## config.mk

```make
export PLATFORM = sky130hd
export DESIGN_NAME = alu_rr_arbiter
export DESIGN_NICKNAME = d
export VERILOG_FILES = /design/src/rtl/alu_arb_pkg.sv /design/src/rtl/alu_rr_picker.sv /design/src/rtl/alu_rr_arbiter.sv
export SDC_FILE = /design/constraint.sdc
export NUM_CORES = 1
export LEC_CHECK = 0
export CAP_MARGIN = 20
export CELL_PAD_IN_SITES_DETAIL_PLACEMENT = 0
export CELL_PAD_IN_SITES_GLOBAL_PLACEMENT = 1
export CORE_MARGIN = 3
export CORE_UTILIZATION = 25
export DETAILED_ROUTE_END_ITERATION = 6
export PLACE_DENSITY = 0.84
export SLEW_MARGIN = 0
export SYNTH_ARGS = -nofsm -noshare
export SYNTH_HDL_FRONTEND = slang
export SYNTH_SLANG_ARGS = --single-unit
```

## constraint.sdc

```tcl
create_clock -name clk -period 6.8 [get_ports clk]
set_input_delay 1.36 -clock clk [delete_from_list [all_inputs] [get_ports clk]]
set_output_delay 1.36 -clock clk [all_outputs]
set_load 0.02 [all_outputs]
```

## src/rtl/alu_arb_pkg.sv

```systemverilog
// Shared widths, flag layout and transaction structs for the ALU round-robin arbiter.
// DATA_WIDTH / CMD_WIDTH are the alu_defines macros; defaults below apply when not predefined.
`ifndef DATA_WIDTH
`define DATA_WIDTH 8
`endif
`ifndef CMD_WIDTH
`define CMD_WIDTH 4
`endif

package alu_arb_pkg;

   localparam int DATA_W   = `DATA_WIDTH;
   localparam int CMD_W    = `CMD_WIDTH;
   localparam int RES_W    = 2 * DATA_W;
   localparam int MAX_REQ  = 8;
   localparam int MAX_ID_W = 3;

   localparam int FLAG_W     = 6;
   localparam int FLAG_ERR   = 5;
   localparam int FLAG_OFLOW = 4;
   localparam int FLAG_COUT  = 3;
   localparam int FLAG_G     = 2;
   localparam int FLAG_L     = 1;
   localparam int FLAG_E     = 0;

   function automatic int id_width(input int n);
      return (n > 1) ? $clog2(n) : 1;
   endfunction

   typedef struct packed {
      logic [DATA_W-1:0] opa;
      logic [DATA_W-1:0] opb;
      logic [CMD_W-1:0]  cmd;
      logic              mode;
      logic              cin;
      logic [1:0]        inp_valid;
   } alu_req_t;

   typedef struct packed {
      logic [MAX_ID_W-1:0] id;
      logic [RES_W-1:0]    res;
      logic [FLAG_W-1:0]   flags;
   } alu_rsp_t;

endpackage

```

## src/rtl/alu_rr_picker.sv

```systemverilog
// Round-robin picker: first asserted request at or after ptr, wrapping.
// Latency: purely combinational.
// Backpressure: none; grant is zero when no request is asserted.
module alu_rr_picker #(
   parameter int NUM_REQ = 4,
   parameter int ID_W    = 2
) (
   input  logic [NUM_REQ-1:0] req,
   input  logic [ID_W-1:0]    ptr,
   output logic [NUM_REQ-1:0] gnt,
   output logic [ID_W-1:0]    gnt_idx,
   output logic               any
);

   always_comb begin
      int              idx;
      logic [ID_W-1:0] sel;
      gnt     = '0;
      gnt_idx = '0;
      any     = 1'b0;
      idx     = 0;
      sel     = '0;
      for (int k = 0; k < NUM_REQ; k++) begin
         // ptr < NUM_REQ always holds, so one subtraction is enough to wrap
         idx = int'(ptr) + k;
         if (idx >= NUM_REQ) idx = idx - NUM_REQ;
         sel = ID_W'(idx);
         if (!any && req[sel]) begin
            any          = 1'b1;
            gnt[sel]     = 1'b1;
            gnt_idx      = sel;
         end
      end
   end

endmodule

```

## src/rtl/alu_rr_arbiter.sv

```systemverilog
// Shares one ALU between NUM_REQ requesters round-robin; optional grant stats under ALU_ARB_STATS_EN.
// Latency: issue regs load on the transfer edge; response registered ALU_LATENCY+1 edges later.
// Backpressure: REQ_READY one-hot per cycle; no response backpressure, every RSP_VALID must be taken.
module alu_rr_arbiter
   import alu_arb_pkg::*;
#(
   parameter int NUM_REQ     = 4,
   parameter int DATA_WIDTH  = DATA_W,
   parameter int CMD_WIDTH   = CMD_W,
   parameter int ALU_LATENCY = 1
) (
   input  logic                            clk,
   input  logic                            reset,
   input  logic [NUM_REQ-1:0]              REQ_VALID,
   output logic [NUM_REQ-1:0]              REQ_READY,
   input  logic [NUM_REQ*DATA_WIDTH-1:0]   REQ_OPA,
   input  logic [NUM_REQ*DATA_WIDTH-1:0]   REQ_OPB,
   input  logic [NUM_REQ*CMD_WIDTH-1:0]    REQ_CMD,
   input  logic [NUM_REQ-1:0]              REQ_MODE,
   input  logic [NUM_REQ-1:0]              REQ_CIN,
   input  logic [NUM_REQ*2-1:0]            REQ_INP_VALID,
   output logic [DATA_WIDTH-1:0]           OPA,
   output logic [DATA_WIDTH-1:0]           OPB,
   output logic [CMD_WIDTH-1:0]            CMD,
   output logic                            MODE,
   output logic                            CIN,
   output logic                            CE,
   output logic [1:0]                      INP_VALID,
   input  logic [2*DATA_WIDTH-1:0]         RES,
   input  logic                            ERR,
   input  logic                            OFLOW,
   input  logic                            COUT,
   input  logic                            G,
   input  logic                            L,
   input  logic                            E,
`ifdef ALU_ARB_STATS_EN
   input  logic [id_width(NUM_REQ)-1:0]    STAT_SEL,
   output logic [15:0]                     STAT_CNT,
`endif
   output logic                            RSP_VALID,
   output logic [id_width(NUM_REQ)-1:0]    RSP_ID,
   output logic [2*DATA_WIDTH-1:0]         RSP_RES,
   output logic [FLAG_W-1:0]               RSP_FLAGS
);

   localparam int ID_W  = id_width(NUM_REQ);
   localparam int DEPTH = ALU_LATENCY + 1;

   logic [ID_W-1:0]    ptr;
   logic [ID_W-1:0]    gnt_idx;
   logic [NUM_REQ-1:0] gnt;
   logic               any;
   logic               xfer;

   alu_req_t           sel_req;
   alu_req_t           iss_q;
   logic               ce_q;

   logic [DEPTH-1:0]   tag_vld;
   logic [ID_W-1:0]    tag_id [DEPTH];

   alu_rsp_t           rsp_q;
   logic               rsp_vld_q;
   logic [FLAG_W-1:0]  alu_flags;
   logic               unused_rsp_id;

   alu_rr_picker #(
      .NUM_REQ (NUM_REQ),
      .ID_W    (ID_W)
   ) u_picker (
      .req     (REQ_VALID),
      .ptr     (ptr),
      .gnt     (gnt),
      .gnt_idx (gnt_idx),
      .any     (any)
   );

   // A grant is only a transfer outside reset; ready is masked the same way.
   assign REQ_READY = reset ? '0 : gnt;
   assign xfer      = any & ~reset;

   always_comb begin
      sel_req           = '0;
      sel_req.opa       = REQ_OPA[gnt_idx*DATA_WIDTH +: DATA_WIDTH];
      sel_req.opb       = REQ_OPB[gnt_idx*DATA_WIDTH +: DATA_WIDTH];
      sel_req.cmd       = REQ_CMD[gnt_idx*CMD_WIDTH +: CMD_WIDTH];
      sel_req.mode      = REQ_MODE[gnt_idx];
      sel_req.cin       = REQ_CIN[gnt_idx];
      sel_req.inp_valid = REQ_INP_VALID[gnt_idx*2 +: 2];
   end

   always_ff @(posedge clk) begin
      if (reset) begin
         ptr <= '0;
      end else if (xfer) begin
         ptr <= (int'(gnt_idx) == NUM_REQ - 1) ? '0 : gnt_idx + 1'b1;
      end
   end

   // Operands and command hold on idle cycles; only CE and INP_VALID drop.
   always_ff @(posedge clk) begin
      if (reset) begin
         iss_q <= '0;
         ce_q  <= 1'b0;
      end else if (xfer) begin
         iss_q <= sel_req;
         ce_q  <= 1'b1;
      end else begin
         iss_q.inp_valid <= 2'b00;
         ce_q            <= 1'b0;
      end
   end

   assign OPA       = iss_q.opa;
   assign OPB       = iss_q.opb;
   assign CMD       = iss_q.cmd;
   assign MODE      = iss_q.mode;
   assign CIN       = iss_q.cin;
   assign INP_VALID = iss_q.inp_valid;
   assign CE        = ce_q;

   // Stage k holds the op transferred k edges ago; the last stage lines up with valid ALU outputs.
   always_ff @(posedge clk) begin
      if (reset) begin
         tag_vld <= '0;
         for (int s = 0; s < DEPTH; s++) tag_id[s] <= '0;
      end else begin
         tag_vld[0] <= xfer;
         tag_id[0]  <= gnt_idx;
         for (int s = 1; s < DEPTH; s++) begin
            tag_vld[s] <= tag_vld[s-1];
            tag_id[s]  <= tag_id[s-1];
         end
      end
   end

   always_comb begin
      alu_flags             = '0;
      alu_flags[FLAG_ERR]   = ERR;
      alu_flags[FLAG_OFLOW] = OFLOW;
      alu_flags[FLAG_COUT]  = COUT;
      alu_flags[FLAG_G]     = G;
      alu_flags[FLAG_L]     = L;
      alu_flags[FLAG_E]     = E;
   end

   always_ff @(posedge clk) begin
      if (reset) begin
         rsp_vld_q <= 1'b0;
         rsp_q     <= '0;
      end else begin
         rsp_vld_q <= tag_vld[DEPTH-1];
         if (tag_vld[DEPTH-1]) begin
            rsp_q.id    <= MAX_ID_W'(tag_id[DEPTH-1]);
            rsp_q.res   <= RES;
            rsp_q.flags <= alu_flags;
         end
      end
   end

   assign RSP_VALID     = rsp_vld_q;
   assign RSP_ID        = rsp_q.id[ID_W-1:0];
   assign RSP_RES       = rsp_q.res;
   assign RSP_FLAGS     = rsp_q.flags;
   assign unused_rsp_id = ^rsp_q.id;

`ifdef ALU_ARB_STATS_EN
   logic [15:0] grant_cnt [NUM_REQ];

   always_ff @(posedge clk) begin
      if (reset) begin
         for (int i = 0; i < NUM_REQ; i++) grant_cnt[i] <= '0;
      end else if (xfer && grant_cnt[gnt_idx] != 16'hFFFF) begin
         grant_cnt[gnt_idx] <= grant_cnt[gnt_idx] + 16'd1;
      end
   end

   assign STAT_CNT = (int'(STAT_SEL) < NUM_REQ) ? grant_cnt[STAT_SEL] : 16'h0000;
`endif

endmodule
```

==> run summary <==
The count of buffers from port buffering is 177. The effective utilization at floorplan is 0.260. The cell area that synthesis handed to floorplanning was 3340 um^2. The number of global-route vias before repair is 3,134. The fraction of the mapped netlist area in simple logic gates is 0.197. The CTS sink count came out at 57. Using the TritonRoute via totals, the vias-per-cell ratio works out to 4.61. The count of nets left with antenna violations once routing finished came out at 0.

In this run the worst path has a maximum fanout of 10. The signal on the critical path passes through clkdlybuf4s50_1 > mux4_2 > or3_1 > nor2b_4 > a221oi_1 > nor2_1 > clkdlybuf4s50_1. The register area share after synthesis came out at 0.342. The number of pins with negative max-slew slack in the final report came to 0. The clock root buffer is sky130_fd_sc_hd__clkbuf_16. The count of vias placed by the detailed router came out at 3,133.

Synthesis handed over a netlist of 339 instances. The hold buffer count at CTS is 0. In the final layout, flip-flops and latches occupy 1140 um^2.

The antenna cell count came out at 0. The largest net degree at the start of global routing is 45. The share of the clock period used by the worst path after layout came out at 0.796. For the worst flop-to-flop path, the logic depth is 9.

The fmax is 0.185 GHz. The slew at the pin closest to its max-slew limit is 1030 ps. The first global-routing pass estimated 15,400 um of wire. The fraction of synthesized cell area in xor and xnor cells came out at 0.00262. The worst hold path depth is 1. The unique cell type count in the Yosys netlist is 37. The layout overhead on the synthesized area came out at 66.8%. The number of clock buffers added by TritonCTS is 9. The headroom to the max-slew limit is 0.311. The final cell count without fillers came out at 679. The fraction of the mapped netlist area in adder cells is 0.0300. The total overflow reported by the global router came out at 0. Including well taps, the total number of placed cells is 662. In this run the horizontal extent of the chip is 122 um. Setup violations remaining at the end of the flow were counted as 0. For this design the ratio of total power to cell area is 348 nW/um^2. The slack of the worst reg-to-reg path is 2840 ps.

The proportion of synthesized area in mux cells came out at 0.249. The half-perimeter wire length of the detailed placement result came out at 7580 um. The total detailed-routing wirelength is 10,200 um. The critical path is of the primary input to primary output type.

The clock-pin slew of the registers on the worst-case setup and hold paths is 50 ps. The number of maximum-capacitance violations is 0. Ranked by total cell area, the synthesized netlist is headed by sky130_fd_sc_hd__dfxtp_1, sky130_fd_sc_hd__mux2i_1, sky130_fd_sc_hd__nor3b_1, sky130_fd_sc_hd__o211ai_2, sky130_fd_sc_hd__nor2_1. The number of antenna violations at the first check in global routing came to 0. Counting stages on the worst path, the most repeated cell is sky130_fd_sc_hd__clkdlybuf4s50_1. The worst register-to-register path ends at OPB[7]$_SDFFE_PP0P_. The violation count after the first detailed-routing iteration is 124. In the global route stage, overall resource usage came out at 0.133. The setup slack after layout is 1380 ps. The number of nets in the final layout is 634. The deepest clock path buffer count came out at 2.

The fraction of final layout cells sized beyond drive strength 1 is 0.101. The cell type contributing the most total cell area after synthesis is sky130_fd_sc_hd__dfxtp_1. The critical path data arrival time came out at 4060 ps. The slowest stage of the critical path is the sky130_fd_sc_hd__clkdlybuf4s50_1 cell. The synthesized netlist net count came out at 471.

The average footprint of a synthesized cell is 9.85 um^2. The post-detailed-route DRC marker count came out at 0. The placement row count came out at 41. The summed negative setup slack over all endpoints is 0 ps.

The clock latency of the later-clocked register in the worst-skew pair came out at 320 ps. The first detailed-routing pass ran for 4 iterations. After synthesis, the largest family of logic cells by area is multiplexers. The final count of hold timing violations came to 0.

The share of the synthesized area in the top cell type is 0.342. The post-route core utilization is 0.435. The worst setup path is launched from a primary input. 178 I/O pins were placed. The worst clock skew is 13.0 ps.

Setup repair after global routing left no endpoint under its margin. The synthesized-area fraction occupied by ao, oa, aoi and oai cells came to 0.125. The largest incremental delay on the critical path came out at 610 ps. The total power of the final layout came out at 1940 uW.

The post-cts resize count is 0. The minimum clock period came out at 5420 ps. The full die area is 14,800 um^2. The filler cell count in the final layout is 1,258.

The maximum vdd drop came out at 0.140 mV. The core area is 12,800 um^2. The congestion estimate from routability-driven global placement came to 0.749. The pre-CTS worst setup slack came out at 1380 ps. The data required time at the worst endpoint is 5440 ps. The area occupied by multi-input gates is 2040 um^2. The TritonCTS clock tree is done. The number of storage elements in the synthesis netlist is 57. The detailed-route wire length per cell came out at 15.1 um. For hold timing, the worst endpoint is tag_id[1][0]$_SDFF_PP0_. The number of buffers inserted by post-CTS setup repair is 0. The y dimension of the die is 122 um. The path class of the tightest hold or removal check is flip-flop to flip-flop.

STA classifies the critical path endpoint as a primary output. The start of the worst register-to-register path is ptr[0]$_SDFFE_PP0P_. The startpoint identified for the worst hold timing path is tag_id[0][0]$_SDFF_PP0_. The H-tree depth is 3.

The number of warning messages in the yosys log came out at 0. The run finished with clean final reports. The cell leakage power came out at 0.00220 uW.
==> critical path, delay by kind of cell <==
| kind | cells | cell delay (ps) |
|---|---|---|
| buf+inv | 2 | 1120 |
| simple gates | 3 | 870 |
| mux | 1 | 600 |
| compound gates | 1 | 110 |
==> cell type report <==
class                      instances  share of cell area
multi-input combinational        247               0.367
timing repair buffer             182               0.327
sequential                        57               0.205
clock buffer                      12              0.0460
tap                              172              0.0386
clock inverter                     4              0.0135
inverter                           5             0.00337
==> state kept, by name (all words and copies together) (netlist names) <==
name and cells:
CMD 4, RSP_VALID 1, CIN 1, MODE 1
INP_VALID 2, OPB 8, tag_id 4, tag_vld 2
RSP_ID 2, RSP_RES 16, ptr 2, OPA 8
RSP_FLAGS 6
==> layer usage <==
layer  up-vias  global-route usage  share of wire
li1       1541                   -              -
met1      1442               0.150           0.41
met2       138               0.236           0.49
met3        12              0.0395          0.087
met4         0              0.0483          0.014
met5         -                   0              0
==> power breakdown <==
part	internal, uW	switching, uW	leakage [uW]
sequential	417	51.3	0.000470
clock	340	150	0.000155
combinational	471	511	0.00157
==> cells in the mapped netlist <==
library cell,count
sky130_fd_sc_hd__nor2_1,34
sky130_fd_sc_hd__inv_1,4
sky130_fd_sc_hd__o21ai_1,1
sky130_fd_sc_hd__o221a_1,1
sky130_fd_sc_hd__ha_1,8
sky130_fd_sc_hd__dfxtp_1,57
sky130_fd_sc_hd__o211ai_1,5
sky130_fd_sc_hd__and2_1,1
sky130_fd_sc_hd__a21boi_1,1
sky130_fd_sc_hd__o22ai_2,1
sky130_fd_sc_hd__a22o_1,1
sky130_fd_sc_hd__nand2_1,24
sky130_fd_sc_hd__nand2b_1,2
sky130_fd_sc_hd__mux2_2,2
sky130_fd_sc_hd__mux2i_1,72
sky130_fd_sc_hd__mux4_2,4
sky130_fd_sc_hd__a221oi_1,4
sky130_fd_sc_hd__nor3b_1,44
sky130_fd_sc_hd__nor2b_4,1
sky130_fd_sc_hd__inv_2,1
sky130_fd_sc_hd__o211ai_2,17
sky130_fd_sc_hd__nor2b_1,5
sky130_fd_sc_hd__nor3_2,1
sky130_fd_sc_hd__a21oi_1,2
sky130_fd_sc_hd__clkbuf_1,15
sky130_fd_sc_hd__o31ai_1,1
sky130_fd_sc_hd__xor2_1,1
sky130_fd_sc_hd__buf_2,9
sky130_fd_sc_hd__or3_1,1
sky130_fd_sc_hd__a21oi_2,1
sky130_fd_sc_hd__a22oi_1,4
sky130_fd_sc_hd__buf_4,1
sky130_fd_sc_hd__o31a_1,2
sky130_fd_sc_hd__nor3_1,3
sky130_fd_sc_hd__o22ai_1,2
sky130_fd_sc_hd__buf_6,5
sky130_fd_sc_hd__nand2b_4,1
==> how the worst max path moves through the flow <==
stage / startpoint / slack, ps / cells past startpoint / endpoint
6_report: REQ_VALID[0] / 1380 / 7 / REQ_READY[3]
5_1_grt: REQ_VALID[2] / 1220 / 7 / REQ_READY[2]
4_1_cts: REQ_VALID[0] / 1370 / 7 / REQ_READY[3]
3_5_place_dp: REQ_VALID[0] / 1380 / 7 / REQ_READY[3]
3_3_place_gp: REQ_VALID[0] / 1460 / 7 / REQ_READY[2]
2_1_floorplan: REQ_VALID[3] / 2470 / 7 / REQ_READY[0]
==> layout by cell type, fill, tap and decap left out, types with 2 or more instances in the layout <==
| cell type | count |
|---|---|
| sky130_fd_sc_hd__a221oi_1 | 4 |
| sky130_fd_sc_hd__a22oi_1 | 4 |
| sky130_fd_sc_hd__buf_4 | 4 |
| sky130_fd_sc_hd__bufinv_16 | 2 |
| sky130_fd_sc_hd__clkdlybuf4s50_1 | 177 |
| sky130_fd_sc_hd__a21oi_1 | 2 |
| sky130_fd_sc_hd__clkbuf_8 | 2 |
| sky130_fd_sc_hd__nand2b_1 | 2 |
| sky130_fd_sc_hd__ha_1 | 8 |
| sky130_fd_sc_hd__nor2_1 | 34 |
| sky130_fd_sc_hd__clkinvlp_4 | 2 |
| sky130_fd_sc_hd__o211ai_2 | 17 |
| sky130_fd_sc_hd__nor3b_1 | 44 |
| sky130_fd_sc_hd__o22ai_1 | 2 |
| sky130_fd_sc_hd__mux2_2 | 2 |
| sky130_fd_sc_hd__o211ai_1 | 5 |
| sky130_fd_sc_hd__nand2_1 | 24 |
| sky130_fd_sc_hd__clkbuf_16 | 9 |
| sky130_fd_sc_hd__mux4_2 | 4 |
| sky130_fd_sc_hd__inv_1 | 4 |
| sky130_fd_sc_hd__nor2b_1 | 5 |
| sky130_fd_sc_hd__dfxtp_1 | 57 |
| sky130_fd_sc_hd__nor3_1 | 3 |
| sky130_fd_sc_hd__mux2i_1 | 72 |
==> cells by family after synthesis <==
kind of cell / after synthesis
compound gates: 43
xor+xnor: 1
fa+ha+maj: 8
buf+inv: 35
flops: 57
mux: 78
simple gates: 117
==> per-stage QoR <==
stage,instance area (um^2),hold slack (ps)
finish,5570,433
global placement,5220,417
global route,5570,456
floorplan,3340,414
detailed placement,5220,428
CTS,5550,437
Power figures use the tool's default switching activity.
